File: config.mk
export PLATFORM = sky130hd
export DESIGN_NAME = wb_rr_arbiter
export DESIGN_NICKNAME = d
export VERILOG_FILES = /design/src/rtl/wb_rr_arbiter_pkg.sv /design/src/rtl/wb_rr_pick.sv /design/src/rtl/wb_rr_arbiter.sv
export SDC_FILE = /design/constraint.sdc
export NUM_CORES = 1
export LEC_CHECK = 0
export ABC_AREA = 1
export ABC_CLOCK_PERIOD_IN_PS = 2200
export CORE_AREA = 2 2 118 120
export CTS_CLUSTER_DIAMETER = 50
export DETAILED_ROUTE_END_ITERATION = 10
export DIE_AREA = 0 0 120 122
export PLACE_DENSITY = 0.62
export SYNTH_ARGS = -nofsm -noshare
export SYNTH_HDL_FRONTEND = slang
export SYNTH_HIERARCHICAL = 1
export SYNTH_SLANG_ARGS = --single-unit
File: constraint.sdc
create_clock -name wb_clk_i -period 2.2 [get_ports wb_clk_i]
set_input_delay 0.22 -clock wb_clk_i [delete_from_list [all_inputs] [get_ports wb_clk_i]]
set_output_delay 0.22 -clock wb_clk_i [all_outputs]
set_load 0.02 [all_outputs]
File: src/rtl/wb_rr_arbiter_pkg.sv
// Shared Wishbone arbiter definitions: cycle/burst type encodings and the
// arbiter state encoding reused by sibling bus arbiters.
package wb_rr_arbiter_pkg;

    // Wishbone B4 cycle type identifiers (cti)
    localparam logic [2:0] CTI_CLASSIC      = 3'b000;
    localparam logic [2:0] CTI_CONST_BURST  = 3'b001;
    localparam logic [2:0] CTI_INC_BURST    = 3'b010;
    localparam logic [2:0] CTI_END_OF_BURST = 3'b111;

    // Wishbone B4 burst type extensions (bte)
    localparam logic [1:0] BTE_LINEAR = 2'b00;
    localparam logic [1:0] BTE_WRAP4  = 2'b01;
    localparam logic [1:0] BTE_WRAP8  = 2'b10;
    localparam logic [1:0] BTE_WRAP16 = 2'b11;

    // Arbiter ownership state
    typedef enum logic {
        ARB_IDLE = 1'b0,
        ARB_BUSY = 1'b1
    } arb_state_e;

endpackage

File: src/rtl/wb_rr_pick.sv
// Rotating-priority encoder: picks the first requester at or after ptr,
// searching upward and wrapping modulo NUM_MASTERS.
module wb_rr_pick #(
    parameter int NUM_MASTERS = 2,
    parameter int IDX_W       = $clog2(NUM_MASTERS)
) (
    input  logic [NUM_MASTERS-1:0] req,
    input  logic [IDX_W-1:0]       ptr,
    output logic [NUM_MASTERS-1:0] gnt,
    output logic [IDX_W-1:0]       gnt_idx
);

    logic             found;
    logic [IDX_W-1:0] cand;

    // Walk the candidates in priority order starting at ptr; first hit wins
    always_comb begin
        found   = 1'b0;
        gnt_idx = '0;
        cand    = '0;
        for (int off = 0; off < NUM_MASTERS; off++) begin
            cand = IDX_W'((int'(ptr) + off) % NUM_MASTERS);
            if (!found && req[cand]) begin
                found   = 1'b1;
                gnt_idx = cand;
            end
        end
        gnt = found ? (NUM_MASTERS'(1) << gnt_idx) : '0;
    end

endmodule

File: src/rtl/wb_rr_arbiter.sv
// Round-robin Wishbone B4 arbiter: one slave port shared by NUM_MASTERS
// masters. Ownership lasts for a whole bus cycle (until the owner drops cyc),
// and a watchdog forces err on a slave access stalled for TIMEOUT cycles.
module wb_rr_arbiter
    import wb_rr_arbiter_pkg::*;
#(
    parameter int NUM_MASTERS = 2,
    parameter int AW          = 32,
    parameter int TIMEOUT     = 1024
) (
    input  logic                      wb_clk_i,
    input  logic                      wb_rst_ni,
    input  logic [NUM_MASTERS*AW-1:0] m_adr_i,
    input  logic [NUM_MASTERS*32-1:0] m_dat_i,
    input  logic [NUM_MASTERS*4-1:0]  m_sel_i,
    input  logic [NUM_MASTERS-1:0]    m_we_i,
    input  logic [NUM_MASTERS-1:0]    m_cyc_i,
    input  logic [NUM_MASTERS-1:0]    m_stb_i,
    input  logic [NUM_MASTERS*3-1:0]  m_cti_i,
    input  logic [NUM_MASTERS*2-1:0]  m_bte_i,
    output logic [31:0]               m_dat_o,
    output logic [NUM_MASTERS-1:0]    m_ack_o,
    output logic [NUM_MASTERS-1:0]    m_err_o,
    output logic [AW-1:0]             s_adr_o,
    output logic [31:0]               s_dat_o,
    output logic [3:0]                s_sel_o,
    output logic                      s_we_o,
    output logic                      s_cyc_o,
    output logic                      s_stb_o,
    output logic [2:0]                s_cti_o,
    output logic [1:0]                s_bte_o,
    input  logic [31:0]               s_dat_i,
    input  logic                      s_ack_i,
    input  logic                      s_err_i,
    output logic [NUM_MASTERS-1:0]    grant_o
);

    localparam int IDX_W = $clog2(NUM_MASTERS);

    arb_state_e             state_q, state_d;
    logic [NUM_MASTERS-1:0] grant_q, grant_d;
    logic [IDX_W-1:0]       gidx_q, gidx_d;
    logic [IDX_W-1:0]       ptr_q, ptr_d;
    logic [NUM_MASTERS-1:0] pick_gnt;
    logic [IDX_W-1:0]       pick_idx;
    logic                   busy;
    logic                   stb_g;
    logic                   wd_err;

    wb_rr_pick #(
        .NUM_MASTERS (NUM_MASTERS),
        .IDX_W       (IDX_W)
    ) u_pick (
        .req     (m_cyc_i),
        .ptr     (ptr_q),
        .gnt     (pick_gnt),
        .gnt_idx (pick_idx)
    );

    assign busy    = (state_q == ARB_BUSY);
    // Owner's strobe; only registered state and master inputs feed it, so
    // slave ack/err never loop back into s_cyc_o/s_stb_o.
    assign stb_g   = busy & m_stb_i[gidx_q] & m_cyc_i[gidx_q];
    assign grant_o = grant_q;
    assign m_dat_o = s_dat_i;

    // Ownership FSM next-state: grant from IDLE, release when owner drops cyc
    always_comb begin
        state_d = state_q;
        grant_d = grant_q;
        gidx_d  = gidx_q;
        ptr_d   = ptr_q;
        if (state_q == ARB_IDLE) begin
            if (|m_cyc_i) begin
                state_d = ARB_BUSY;
                grant_d = pick_gnt;
                gidx_d  = pick_idx;
            end
        end else begin
            if (!m_cyc_i[gidx_q]) begin
                state_d = ARB_IDLE;
                grant_d = '0;
                ptr_d   = (gidx_q == IDX_W'(NUM_MASTERS - 1)) ? '0 : gidx_q + 1'b1;
            end
        end
    end

    // Ownership FSM registers
    always_ff @(posedge wb_clk_i or negedge wb_rst_ni) begin
        if (!wb_rst_ni) begin
            state_q <= ARB_IDLE;
            grant_q <= '0;
            gidx_q  <= '0;
            ptr_q   <= '0;
        end else begin
            state_q <= state_d;
            grant_q <= grant_d;
            gidx_q  <= gidx_d;
            ptr_q   <= ptr_d;
        end
    end

    // Slave-side mux of the owner's request and routing of its termination
    always_comb begin
        s_adr_o = '0;
        s_dat_o = '0;
        s_sel_o = '0;
        s_we_o  = 1'b0;
        s_cyc_o = 1'b0;
        s_stb_o = 1'b0;
        s_cti_o = '0;
        s_bte_o = '0;
        m_ack_o = '0;
        m_err_o = '0;
        if (busy) begin
            s_adr_o         = m_adr_i[gidx_q*AW +: AW];
            s_dat_o         = m_dat_i[gidx_q*32 +: 32];
            s_sel_o         = m_sel_i[gidx_q*4 +: 4];
            s_we_o          = m_we_i[gidx_q];
            s_cyc_o         = m_cyc_i[gidx_q];
            s_stb_o         = stb_g;
            s_cti_o         = m_cti_i[gidx_q*3 +: 3];
            s_bte_o         = m_bte_i[gidx_q*2 +: 2];
            m_ack_o[gidx_q] = s_ack_i & stb_g;
            m_err_o[gidx_q] = (s_err_i & stb_g) | wd_err;
        end
    end

    if (TIMEOUT > 0) begin : g_wd
        localparam int WD_W = $clog2(TIMEOUT + 1);

        logic [WD_W-1:0] wd_cnt_q, wd_cnt_d;
        logic            stall;

        // Count stalled strobe cycles; a stall excludes ack, so a late ack in
        // the firing cycle always wins over the forced err.
        always_comb begin
            stall    = stb_g & ~s_ack_i & ~s_err_i;
            wd_err   = stall && (wd_cnt_q == WD_W'(TIMEOUT - 1));
            wd_cnt_d = (stall && !wd_err) ? wd_cnt_q + 1'b1 : '0;
        end

        // Watchdog counter register
        always_ff @(posedge wb_clk_i or negedge wb_rst_ni) begin
            if (!wb_rst_ni) begin
                wd_cnt_q <= '0;
            end else begin
                wd_cnt_q <= wd_cnt_d;
            end
        end
    end else begin : g_no_wd
        assign wd_err = 1'b0;
    end

endmodule

==> flow_metrics.env, run 1 <==
export IMPL_status="finished, final reports clean"
export IMPL_synth_top_cell_by_area="nand2_1"
export IMPL_antenna_found_initial=0
export IMPL_cts_buffers=3
export IMPL_switching_share_pct=53.5
export IMPL_post_route_drc_count=0
export IMPL_routed_wl_um=10900
export IMPL_top_level_ports=302
export IMPL_grtUsageTotal_pct=13.6
export IMPL_power_share_clock_pct=8.1
export IMPL_fmax_ghz=0.473
export IMPL_viasPerCell=4.09
export IMPL_relSlewSlack_pct=49.4
export IMPL_row_count=43
export IMPL_power_density_nw_per_um2=1010
export IMPL_p_comb_share_pct=83.5
export IMPL_detail_route_antenna_nets=0
export IMPL_ys_seq_area_share_pct=18.3
export IMPL_synth_area_per_cell_um2=5.57
export IMPL_layout_nets=779
export IMPL_place_hpwl_um=8560
export IMPL_p_leak_uw=0.00255
export IMPL_ys_types=28
export IMPL_clk_latency_ns=0.25
export IMPL_critical_path_class="reg -> out"
export IMPL_clock_skew_ns=0.00380
export IMPL_htree_levels=1
export IMPL_core_area_um2=13500
export IMPL_clkTransAtPathRegs_ns=0.05
export IMPL_gp_congestion=0.756
export IMPL_setup_viol=0
export IMPL_grt_max_degree=42
export IMPL_drtPass1Iterations=4
export IMPL_p_sw_uw=2550
export IMPL_max_cap_violations=0
export IMPL_maxSlewViolCount=0
export IMPL_cts_root_buf="clkbuf_16"
export IMPL_area_growth_pct=115
export IMPL_seqPwrFrac_pct=8.3
export IMPL_worst_hold_slack_ns=0.421
export IMPL_synth_area_leaders="nand2_1 (30%), dfrtp_1 (18%), a21oi_1 (18%)"
export IMPL_port_buffers=237
export IMPL_vias=3149
export IMPL_cts_tree="built"
export IMPL_tns_ns=0
export IMPL_initial_core_util_pct=16.2
export IMPL_ir_worst_vdd_mv=0.398
export IMPL_grt_pass1_vias=3099
export IMPL_die_width_um=120
export IMPL_grt_pass1_wl_um=16100
export IMPL_dieArea_um2=14600
export IMPL_clockBufferDepth=2
export IMPL_postSynthCellCount=393
export IMPL_required_ns=1.98
export IMPL_n_antenna_cell=0
export IMPL_finalCritPeriodShare_pct=96.1
export IMPL_endpoint_kind="output pin"
export IMPL_tightest_slew_ns=0.757
export IMPL_yosysTopAreaCellShare_pct=30.0
export IMPL_syn_nets=582
export IMPL_p_int_uw=2220
export IMPL_cts_hold_buf=0
export IMPL_period_needed_ns=2.11
export IMPL_final_layout_size_suffix_gt1_share_pct=5.09
export IMPL_rsz0062_at_grt="false"
export IMPL_crit_arrival_ns=1.89
export IMPL_setup_worst_path_start_class="register"
export IMPL_post_cts_buffers=0
export IMPL_critPathMaxFanout=8
export IMPL_syn_cell_area_um2=2190
export IMPL_ys_ff_latch=16
export IMPL_hp_class="in -> async"
export IMPL_grt_overflow=0
export IMPL_hold_viol_final=0
export IMPL_die_h_um=122
export IMPL_yosysWarnings=6
export IMPL_cts_sinks=16
export IMPL_drt_iter0_markers=153
export IMPL_wl_per_cell_um=14.2
[per-layer routing]
layer  track usage [%]  part of all wire (%)
met1              15.5                    39
met2              25.2                    50
met3              3.79                   9.6
met4              2.65                   1.5
met5                 0                     0
[timing repair]
item                                    CTS  global route
gates cloned                              0             0
gates resized for setup                  40            41
endpoints found under the setup margin   58            40
[cell type report]
cell class	count	area [um2]
clock buffer	4	88.8
inverter	16	60.1
tap	180	225
fill	1407	8800
sequential	16	402
multi-input combinational	304	1370
timing repair buffer	249	2560
[cell families after synthesis]
| kind of cell | after synthesis | synth area share (%) |
|---|---|---|
| simple gates | 213 | 39.6 |
| buf+inv | 73 | 19.4 |
| compound gates | 86 | 20.6 |
| flops | 16 | 18.3 |
| fa+ha+maj | 1 | 0.571 |
| xor+xnor | 4 | 1.60 |
[sequential cells by signal (all words and copies together) (netlist names)]
signal and count:
busy 1, ptr_q 1, grant_o 2, g_wd.wd_cnt_q 11, gidx_q 1
[synth_stat cells (all sizes together)]
cell    instances
nand3           7
buf            46
o21ai           5
xnor2           1
ha              1
nor3            3
nand2         178
o21bai          1
a31oi           1
o211ai          1
a21oi          78
xor2            3
nand4           1
dfrtp          16
nor2           24
inv            16
clkbuf         11
[worst max-delay path, cell delays in order (launching register included)]
cell             delay, ns
dfrtp_2               0.48
inv_2                 0.18
buf_4                 0.19
nand2_1               0.06
a21oi_1               0.11
clkdlybuf4s50_1       0.62
[metrics by stage]
step | cells | total power [uW] | worst slack [ns] | util, % | instance area [um2]
6_report | 769 | 4770 | 0.0868 | 34.8 | 4700
5_1_grt | 769 | 5110 | 0.000814 | 34.8 | 4700
4_1_cts | 769 | 4930 | 0.00534 | 34.1 | 4610
3_5_place_dp | 765 | 4730 | 0.0138 | 33.8 | 4570
3_3_place_gp | 765 | 4710 | 0.0199 | 33.8 | 4570
2_1_floorplan | 393 | 2700 | 0.552 | - | 2190
[power by group through the flow]
stage	Sequential [uW]	Clock, uW	Combinational [uW]
floorplan	388	0	2320
global placement	401	0	4310
detailed placement	401	0	4330
CTS	398	399	4130
global route	404	407	4300
finish	398	388	3980
[path summary, 6_finish.rpt]
| path | from | to | slack (ns) | depth (start not counted) |
|---|---|---|---|---|
| min in group wb_clk_i | s_dat_i[12] | m_dat_o[12] | 0.44 | 0 |
| hold reg to reg | g_wd.wd_cnt_q[10] | g_wd.wd_cnt_q[10] | 0.52 | 2 |
| hold / removal | wb_rst_ni | g_wd.wd_cnt_q[10] | 0.42 | 1 |
| setup reg to reg | g_wd.wd_cnt_q[1] | g_wd.wd_cnt_q[7] | 0.68 | 7 |
| setup / recovery | gidx_q | s_adr_o[28] | 0.09 | 5 |
| max in group asynchronous | wb_rst_ni | gidx_q | 1.25 | 1 |
[placed cells by master (no fill, tap or decap), types with 2 or more instances in the layout]
cell type / n
a21oi_1: 78
buf_12: 4
buf_4: 7
clkbuf_16: 3
clkdlybuf4s50_1: 160
dfrtp_1: 15
dlygate4sd2_1: 37
dlymetal6s2s_1: 38
inv_1: 14
inv_2: 2
nand2_1: 175
nand2_2: 2
nand3_1: 6
nor2_1: 20
nor2_2: 3
nor3_1: 2
o21ai_0: 4
xor2_1: 3
(Power assumes the default switching activity.)
==> run 2: changes to the inputs <==
Settings changed: PLACE_DENSITY 0.62 to 0.6, RECOVER_POWER set to 25.
==> flow_metrics.env, run 2 (synthesis results as in run 1) <==
export IMPL_gp_congestion=0.771
export IMPL_cts_hold_buf=0
export IMPL_nFillCells=1457
export IMPL_ir_worst_vdd_mv=0.342
export IMPL_rsz0062_at_grt="false"
export IMPL_endpoint_kind="output pin"
export IMPL_holdPathEnd="m_dat_o[20]"
export IMPL_crit_arrival_ns=1.89
export IMPL_vias=3180
export IMPL_row_count=43
export IMPL_core_area_um2=13500
export IMPL_rrSetupSlack_ns=0.67
export IMPL_reg2reg_depth=7
export IMPL_p_comb_share_pct=84.0
export IMPL_initial_core_util_pct=16.2
export IMPL_n_antenna_cell=0
export IMPL_hold_start="s_dat_i[20]"
export IMPL_grt_max_degree=45
export IMPL_dp_slack_ns=0.0280
export IMPL_dp_cells=764
export IMPL_hold_viol_final=0
export IMPL_setup_worst_path_start_class="register"
export IMPL_regToRegEndpoint="g_wd.wd_cnt_q[7]"
export IMPL_cts_tree="built"
export IMPL_period_needed_ns=2.11
export IMPL_r2r_start="g_wd.wd_cnt_q[0]"
export IMPL_critPathMaxFanout=33
export IMPL_required_ns=1.98
export IMPL_tightest_slew_ns=0.679
export IMPL_regArea_um2=402
export IMPL_max_cap_violations=0
export IMPL_p_leak_uw=0.00232
export IMPL_final_cells=770
export IMPL_finalCritPeriodShare_pct=95.9
export IMPL_dieArea_um2=14600
export IMPL_clock_skew_ns=0.00370
export IMPL_viasPerCell=4.13
export IMPL_detail_route_antenna_nets=0
export IMPL_cts_sinks=16
export IMPL_setup_viol=0
export IMPL_grt_overflow=0
export IMPL_cts_buffers=3
export IMPL_drt_iter0_markers=134
export IMPL_port_buffers=237
export IMPL_final_layout_size_suffix_gt1_share_pct=5.76
export IMPL_antenna_found_initial=0
export IMPL_post_route_drc_count=0
export IMPL_p_sw_uw=2540
export IMPL_drtPass1Iterations=4
export IMPL_grt_pass1_wl_um=15900
export IMPL_critical_path_class="reg -> out"
export IMPL_top_level_ports=302
export IMPL_grtUsageTotal_pct=13.4
export IMPL_final_setup_worst_slack_ns=0.0906
export IMPL_multi_input_area_um2=1370
export IMPL_top_register="g_wd.wd_cnt_q"
export IMPL_fmax_ghz=0.474
export IMPL_switching_share_pct=54.6
export IMPL_layout_nets=780
export IMPL_place_hpwl_um=8380
export IMPL_hp_class="in -> out"
export IMPL_clk_latency_ns=0.24
export IMPL_cts_root_buf="clkbuf_16"
export IMPL_hold_depth=0
export IMPL_power_density_nw_per_um2=1010
export IMPL_p_int_uw=2110
export IMPL_status="finished, final reports clean"
export IMPL_clockBufferDepth=2
export IMPL_largest_reg_flops=11
export IMPL_layout_commonest_cell="nand2_1"
export IMPL_relSlewSlack_pct=54.6
export IMPL_area_growth_pct=110
export IMPL_grt_pass1_vias=3133
export IMPL_die_h_um=122
export IMPL_final_cell_mix="nand2_1 (175), clkdlybuf4s50_1 (162), a21oi_1 (78)"
export IMPL_power_share_clock_pct=7.5
export IMPL_routed_wl_um=10800
export IMPL_htree_levels=1
export IMPL_clkTransAtPathRegs_ns=0.05
export IMPL_die_width_um=120
export IMPL_seqPwrFrac_pct=8.5
export IMPL_wl_per_cell_um=14.0
export IMPL_maxSlewViolCount=0
==> run 2: layer usage <==
metal  vias up  routed length, um  GRT usage, %  part of all wire, %
li1       1603                  -             -                    -
met1      1407               4450          16.4                   41
met2       145               5170          23.0                   48
met3        25                948          3.84                  8.8
met4         0                245          3.60                  2.3
met5         -                  0             0                    0
==> run 2: cell type report <==
| class | count | area share (%) |
|---|---|---|
| flip-flops and latches | 16 | 8.72 |
| repair buffers | 250 | 53.7 |
| well taps | 180 | 4.89 |
| multi-input cells | 304 | 29.7 |
| clock buffers | 4 | 1.71 |
| inverters | 16 | 1.30 |
==> run 2: power by group through the flow <==
stage | combinational (uW) | sequential, uW | clock [uW]
finish | 3910 | 394 | 350
global route | 4230 | 402 | 379
CTS | 3960 | 403 | 363
detailed placement | 4240 | 406 | 0
global placement | 4210 | 403 | 0
floorplan | 2320 | 388 | 0
==> run 2: per-stage QoR <==
| step | area (um2) | total power (uW) | utilization, % | hold slack, ns | setup TNS (ns) |
|---|---|---|---|---|---|
| final | 4610 | 4660 | 34.1 | 0.440 | 0 |
| after global routing | 4610 | 5020 | 34.1 | 0.440 | 0 |
| after CTS | 4550 | 4730 | 33.7 | 0.427 | -0.0201 |
| after detailed placement | 4530 | 4640 | 33.5 | 0.440 | 0 |
| after global placement | 4530 | 4610 | 33.5 | 0.440 | 0 |
| after floorplan | 2190 | 2700 | - | -0.0756 | 0 |
==> run 2: what timing repair did <==
item,CTS,global route
endpoints found under the setup margin,65,26
buffers inserted,0,2
resized for setup,54,24
==> run 2: worst max-delay path by stage <==
stage          cells past startpoint    endpoint             start  slack [ns]
4_1_cts                            5  s_sel_o[0]            gidx_q      -0.005
2_1_floorplan                      7  m_err_o[0]  g_wd.wd_cnt_q[0]        0.55
3_3_place_gp                       8  m_err_o[1]        m_cyc_i[1]        0.02
3_5_place_dp                       8  m_err_o[0]        m_cyc_i[0]        0.03
6_report                           5  s_bte_o[0]            gidx_q        0.09
5_1_grt                            5  s_bte_o[0]            gidx_q       0.003
==> run 2: worst max-delay path: stages (launching register included) <==
cell and delay (ns):
dfrtp_2 0.46, inv_2 0.16, buf_12 0.20, nand2_1 0.07, a21oi_1 0.12, clkdlybuf4s50_1 0.61
